==> config.mk <==
export PLATFORM = sky130hd
export DESIGN_NAME = display_bcd_converter_flat
export DESIGN_NICKNAME = d
export VERILOG_FILES = /design/src/rtl/display_bcd_converter_pkg.sv /design/src/rtl/display_bcd_converter_if.sv /design/src/rtl/display_bcd_converter_add3.sv /design/src/rtl/display_bcd_converter.sv /design/src/flat_wrapper.sv
export SDC_FILE = /design/constraint.sdc
export NUM_CORES = 1
export LEC_CHECK = 0
export BUFFER_PORTS_ARGS = -buffer_cell sky130_fd_sc_hd__buf_2
export CAP_MARGIN = 10
export CORE_ASPECT_RATIO = 1.5
export CORE_MARGIN = 2
export CORE_UTILIZATION = 51
export DETAILED_ROUTE_END_ITERATION = 16
export HOLD_SLACK_MARGIN = 0.05
export PLACE_DENSITY = 0.8
export SLEW_MARGIN = 20
export SYNTH_ARGS = -nofsm -noshare
export SYNTH_HDL_FRONTEND = slang
export SYNTH_HIERARCHICAL = 1
export SYNTH_SLANG_ARGS = --single-unit
export TNS_END_PERCENT = 30
==> constraint.sdc <==
create_clock -name clk -period 1.26 [get_ports clk]
set_input_delay 0.189 -clock clk [delete_from_list [all_inputs] [get_ports clk]]
set_output_delay 0.189 -clock clk [all_outputs]
set_load 0.01 [all_outputs]
==> src/rtl/display_bcd_converter_pkg.sv <==
// Shared constants and state encoding for the 14-bit binary to 4-digit BCD converter.
package display_bcd_converter_pkg;
  localparam int VALUE_W     = 14;
  localparam int DIGITS      = 4;
  localparam int BCD_W       = 4 * DIGITS;
  localparam int MAX_DISPLAY = 9999;
  localparam int N_ITER      = 14;
  localparam int CNT_W       = 4;

  typedef enum logic [1:0] {
    IDLE  = 2'd0,
    SHIFT = 2'd1,
    DONE  = 2'd2
  } state_t;
endpackage

==> src/rtl/display_bcd_converter_if.sv <==
// Request/result bundle between a display controller (master) and the converter (slave).
interface display_bcd_converter_if;
  import display_bcd_converter_pkg::*;

  logic               start;
  logic [VALUE_W-1:0] value;
  logic               busy;
  logic               done;
  logic               ovf;
  logic [3:0]         data1;
  logic [3:0]         data2;
  logic [3:0]         data3;
  logic [3:0]         data4;

  modport master (
    output start, value,
    input  busy, done, ovf, data1, data2, data3, data4
  );

  modport slave (
    input  start, value,
    output busy, done, ovf, data1, data2, data3, data4
  );
endinterface

==> src/rtl/display_bcd_converter_add3.sv <==
// Double-dabble nibble correction: add 3 to any BCD nibble of 5 or more before the shift.
module bcd_add3 (
  input  logic [3:0] nibble,
  output logic [3:0] corrected
);
  // nibble correction
  always_comb begin
    if (nibble >= 4'd5) begin
      corrected = nibble + 4'd3;
    end else begin
      corrected = nibble;
    end
  end
endmodule

==> src/rtl/display_bcd_converter.sv <==
// Sequential double-dabble converter: one bit per cycle, results above 9999 saturate to 9999 with ovf.
module display_bcd_converter
  import display_bcd_converter_pkg::*;
(
  input logic                    clk,
  input logic                    rst,
  display_bcd_converter_if.slave bus
);
  state_t             state_r, state_nxt_s;
  logic [VALUE_W-1:0] bin_r;
  logic [BCD_W-1:0]   scratch_r;
  logic [BCD_W-1:0]   corr_s;
  logic [BCD_W-1:0]   data_r;
  logic [CNT_W-1:0]   cnt_r;
  logic               ovf_pend_r;
  logic               busy_r, done_r, ovf_r;
  logic               load_s, shift_s, commit_s, busy_nxt_s;

  generate
    for (genvar i = 0; i < DIGITS; i++) begin : g_add3
      bcd_add3 u_add3 (
        .nibble    (scratch_r[4*i +: 4]),
        .corrected (corr_s[4*i +: 4])
      );
    end
  endgenerate

  // state register
  always_ff @(posedge clk) begin
    if (rst) begin
      state_r <= IDLE;
    end else begin
      state_r <= state_nxt_s;
    end
  end

  // next-state logic; start is only looked at in IDLE, so requests while busy are dropped
  always_comb begin
    state_nxt_s = state_r;
    case (state_r)
      IDLE:    if (bus.start) state_nxt_s = SHIFT; else state_nxt_s = IDLE;
      SHIFT:   if (cnt_r == {CNT_W{1'b0}}) state_nxt_s = DONE; else state_nxt_s = SHIFT;
      DONE:    state_nxt_s = IDLE;
      default: state_nxt_s = IDLE;
    endcase
  end

  // per-state datapath controls
  always_comb begin
    load_s     = 1'b0;
    shift_s    = 1'b0;
    commit_s   = 1'b0;
    busy_nxt_s = (state_nxt_s != IDLE);
    case (state_r)
      IDLE:    load_s   = bus.start;
      SHIFT:   shift_s  = 1'b1;
      DONE:    commit_s = 1'b1;
      default: load_s   = 1'b0;
    endcase
  end

  // conversion datapath: capture, then shift {scratch, binary} left once per cycle
  always_ff @(posedge clk) begin
    if (rst) begin
      bin_r      <= {VALUE_W{1'b0}};
      scratch_r  <= {BCD_W{1'b0}};
      cnt_r      <= {CNT_W{1'b0}};
      ovf_pend_r <= 1'b0;
    end else if (load_s) begin
      bin_r      <= bus.value;
      scratch_r  <= {BCD_W{1'b0}};
      cnt_r      <= CNT_W'(N_ITER - 1);
      ovf_pend_r <= (bus.value > VALUE_W'(MAX_DISPLAY));
    end else if (shift_s) begin
      scratch_r <= {corr_s[BCD_W-2:0], bin_r[VALUE_W-1]};
      bin_r     <= {bin_r[VALUE_W-2:0], 1'b0};
      if (cnt_r != {CNT_W{1'b0}}) begin
        cnt_r <= cnt_r - {{(CNT_W-1){1'b0}}, 1'b1};
      end else begin
        cnt_r <= {CNT_W{1'b0}};
      end
    end else begin
      bin_r <= bin_r;
    end
  end

  // result registers only move on the commit edge, so partial digits never reach the display
  always_ff @(posedge clk) begin
    if (rst) begin
      busy_r <= 1'b0;
      done_r <= 1'b0;
      ovf_r  <= 1'b0;
      data_r <= {BCD_W{1'b0}};
    end else begin
      busy_r <= busy_nxt_s;
      done_r <= commit_s;
      if (commit_s) begin
        ovf_r  <= ovf_pend_r;
        data_r <= ovf_pend_r ? 16'h9999 : scratch_r;
      end else begin
        ovf_r  <= ovf_r;
        data_r <= data_r;
      end
    end
  end

  assign bus.busy  = busy_r;
  assign bus.done  = done_r;
  assign bus.ovf   = ovf_r;
  assign bus.data1 = data_r[15:12];
  assign bus.data2 = data_r[11:8];
  assign bus.data3 = data_r[7:4];
  assign bus.data4 = data_r[3:0];
endmodule

==> src/flat_wrapper.sv <==
// flat-port wrapper written by rule: the top's interface ports become plain ports
module display_bcd_converter_flat import display_bcd_converter_pkg::*;
  (clk, rst, bus_start, bus_value, bus_busy, bus_done, bus_ovf, bus_data1, bus_data2, bus_data3, bus_data4);
  display_bcd_converter_if bus_i ();
  input logic clk;
  input logic rst;
  input wire logic [$bits(bus_i.start)-1:0] bus_start;
  input wire logic [$bits(bus_i.value)-1:0] bus_value;
  output wire logic [$bits(bus_i.busy)-1:0] bus_busy;
  output wire logic [$bits(bus_i.done)-1:0] bus_done;
  output wire logic [$bits(bus_i.ovf)-1:0] bus_ovf;
  output wire logic [$bits(bus_i.data1)-1:0] bus_data1;
  output wire logic [$bits(bus_i.data2)-1:0] bus_data2;
  output wire logic [$bits(bus_i.data3)-1:0] bus_data3;
  output wire logic [$bits(bus_i.data4)-1:0] bus_data4;
  assign bus_i.start = bus_start;
  assign bus_i.value = bus_value;
  assign bus_busy = bus_i.busy;
  assign bus_done = bus_i.done;
  assign bus_ovf = bus_i.ovf;
  assign bus_data1 = bus_i.data1;
  assign bus_data2 = bus_i.data2;
  assign bus_data3 = bus_i.data3;
  assign bus_data4 = bus_i.data4;
  display_bcd_converter u_core (.clk(clk), .rst(rst), .bus(bus_i));
endmodule
==> results.json <==
{
  "outcome": "finished with violations",
  "violations_in_the_final_reports": "setup timing",
  "io-pin-count": 36,
  "cp_data_required_time_ns": 1.51,
  "r2r_end": "u_core/scratch_r[6]",
  "gr-max-usage-layer": "met2",
  "final.setup.worst_slack_ns": -0.120,
  "synth.cell_area_um2": 2570,
  "route.detailed.vias_per_inst": 5.38,
  "cp-endpoint": "u_core/scratch_r[6]",
  "grt_pass1_vias": 2313,
  "core-area_um2": 4850,
  "largest_net_degree_at_the_start_of_global_routing": 19,
  "numClockSinks": 56,
  "gr-usage-met2_pct": 38.5,
  "cts_root_cell": "sky130_fd_sc_hd__clkbuf_8",
  "worst_setup_path_startpoint": "u_core/scratch_r[5]",
  "worstMarginPinSlew_ns": 0.372,
  "yosys_warnings": 6,
  "cts_inserted_buffers": 5,
  "timing.final.max_slew_violations": 0,
  "critPathMaxFanout": 3,
  "post_synth_inst_count": 305,
  "detail_route.iter0.violations": 169,
  "setup.reg_to_reg.worst_slack_ns": -0.12,
  "timing.critical_path.to_type": "flip-flop",
  "final_hold_viol_count": 0,
  "setup-violations-final": 6,
  "fillCellCount": 373,
  "clock_latency_ns": 0.32,
  "antenna_violations_before_repair": 0,
  "global_route_wire_length_before_repair_um": 9740,
  "antenna-diode-count": 0,
  "initial_utilization_pct": 53.0,
  "drive_gt1_share_pct": 37.7,
  "dpl.cell_count": 423,
  "worst_hold_startpoint": "bus_value[0]",
  "die-width_um": 61.9,
  "clk_path_buf_depth": 2,
  "port-buffer-count": 35,
  "route.detailed.wl_per_inst_um": 14.1,
  "clock_tree.htree_level_count": 2,
  "worst_r2r_startpoint": "u_core/scratch_r[5]",
  "drc_errors": 0,
  "maxCapViolations": 0,
  "final.setup_skew_ns": 0.00791,
  "critPathLaunchType": "flip-flop",
  "layout.cells.most_common_list": "sky130_fd_sc_hd__nand2_1, sky130_fd_sc_hd__dfxtp_1, sky130_fd_sc_hd__buf_4, sky130_fd_sc_hd__buf_2, sky130_fd_sc_hd__nor2_1",
  "num_rows": 31,
  "detailed_place.area_um2": 3010,
  "vias": 2349,
  "holdBufCountCts": 0,
  "chipHeight_um": 90.9,
  "place_congestion": 0.801,
  "dp_hpwl_um": 3990,
  "setup_total_negative_slack_ns": -0.367,
  "worst_setup_hold_path_clk_slew_ns": 0.10,
  "preCtsSetupSlack_ns": -0.103,
  "rsz0062_at_grt": "true",
  "cts_tree": "built",
  "wl_um": 6170,
  "period_needed_ns": 1.38,
  "worst-setup-path-type": "reg2reg",
  "post_synth.cell_area_avg_um2": 8.42,
  "synth_nets": 330,
  "peakVddDrop_uv": 640,
  "period_share_pct": 110,
  "grt.overflow.total": 0,
  "globalRouteMet1Util_pct": 25.2,
  "final_area_um2": 3320,
  "timing.critical_path.arrival_ns": 1.63,
  "achievable-frequency_mhz": 725,
  "area.growth.synth_to_final_pct": 29.1,
  "grtUsageMet3_pct": 3.72,
  "max_slew_margin_pct": 75.0,
  "min-delay-path-class": "in2reg",
  "detail-route-antenna-nets": 0,
  "globalRouteTotalUtil_pct": 22.3,
  "design.die.area_um2": 5630,
  "finalNonFillerCells": 437,
  "finish.net_count": 395,
  "most_common_cell_after_layout_fill_and_taps_aside": "sky130_fd_sc_hd__nand2_1",
  "timing.reg2reg.worst_path_depth": 7,
  "power-per-cell-area_nw_per_um2": 1060,
  "power_leakage_uw": 0.00132,
  "dr.pass1.iters": 4
}
## through the flow
stage / util (%) / total power [µW] / hold slack [ns]
floorplan: - / 2320 / 0.328
global placement: 62.1 / 2520 / 0.430
detailed placement: 62.1 / 2540 / 0.444
CTS: 65.8 / 3540 / 0.0955
global route: 68.4 / 3690 / 0.121
finish: 68.4 / 3510 / 0.109
## power by group
part           switching [µW]  internal (µW)  leakage [µW]
clock network             603            395     0.0000404
registers                71.2           1860      0.000462
logic                     317            268      0.000819
## routing by layer
| metal | share of wire (%) | up-vias |
|---|---|---|
| met4 | 2.5 | 0 |
| met5 | 0 | - |
| li1 | - | 1172 |
| met2 | 53 | 75 |
| met1 | 40 | 1088 |
| met3 | 4.8 | 14 |
## cell type report
cell class / instances / area, µm² / share of cell area (%)
clock buffers: 5 / 68.8 / 2.08
clock inverters: 3 / 23.8 / 0.717
inverters: 13 / 53.8 / 1.62
multi-input cells: 218 / 1430 / 43.2
flip-flops and latches: 56 / 1140 / 34.5
well taps: 66 / 82.6 / 2.49
repair buffers: 76 / 512 / 15.4
## worst min-delay path by stage
stage | slack (ns) | cells past startpoint | end
3_5_place_dp | 0.44 | 2 | u_core/data_r[13]
2_1_floorplan | 0.33 | 2 | u_core/bin_r[0]
5_1_grt | 0.12 | 3 | u_core/bin_r[0]
6_report | 0.11 | 3 | u_core/bin_r[0]
3_3_place_gp | 0.43 | 3 | u_core/bin_r[0]
4_1_cts | 0.1 | 3 | u_core/bin_r[0]
## sequential cells by signal (all words and copies together), names as in the netlist
signal / count
u_core/bus.ovf: 1
u_core/bin_r: 14
u_core/scratch_r: 16
u_core/data_r: 16
u_core/ovf_pend_r: 1
u_core/bus.done: 1
u_core/cnt_r: 4
u_core/bus.busy: 1
u_core/state_r: 2
## critical path, stage by stage (launching register included)
cell                       delay (ns)
sky130_fd_sc_hd__dfxtp_2         0.37
sky130_fd_sc_hd__inv_4           0.05
sky130_fd_sc_hd__ha_4            0.15
sky130_fd_sc_hd__nand2b_4        0.15
sky130_fd_sc_hd__a21oi_4         0.17
sky130_fd_sc_hd__mux2i_1         0.23
sky130_fd_sc_hd__nand2_1         0.09
sky130_fd_sc_hd__a21oi_2         0.11
## what timing repair did
action,4_1_cts,5_1_grt
buffers inserted,1,5
setup endpoints to repair,28,39
resized for setup,22,24
pin swaps,8,11
Note: power is estimated with default switching activity, not from simulation.
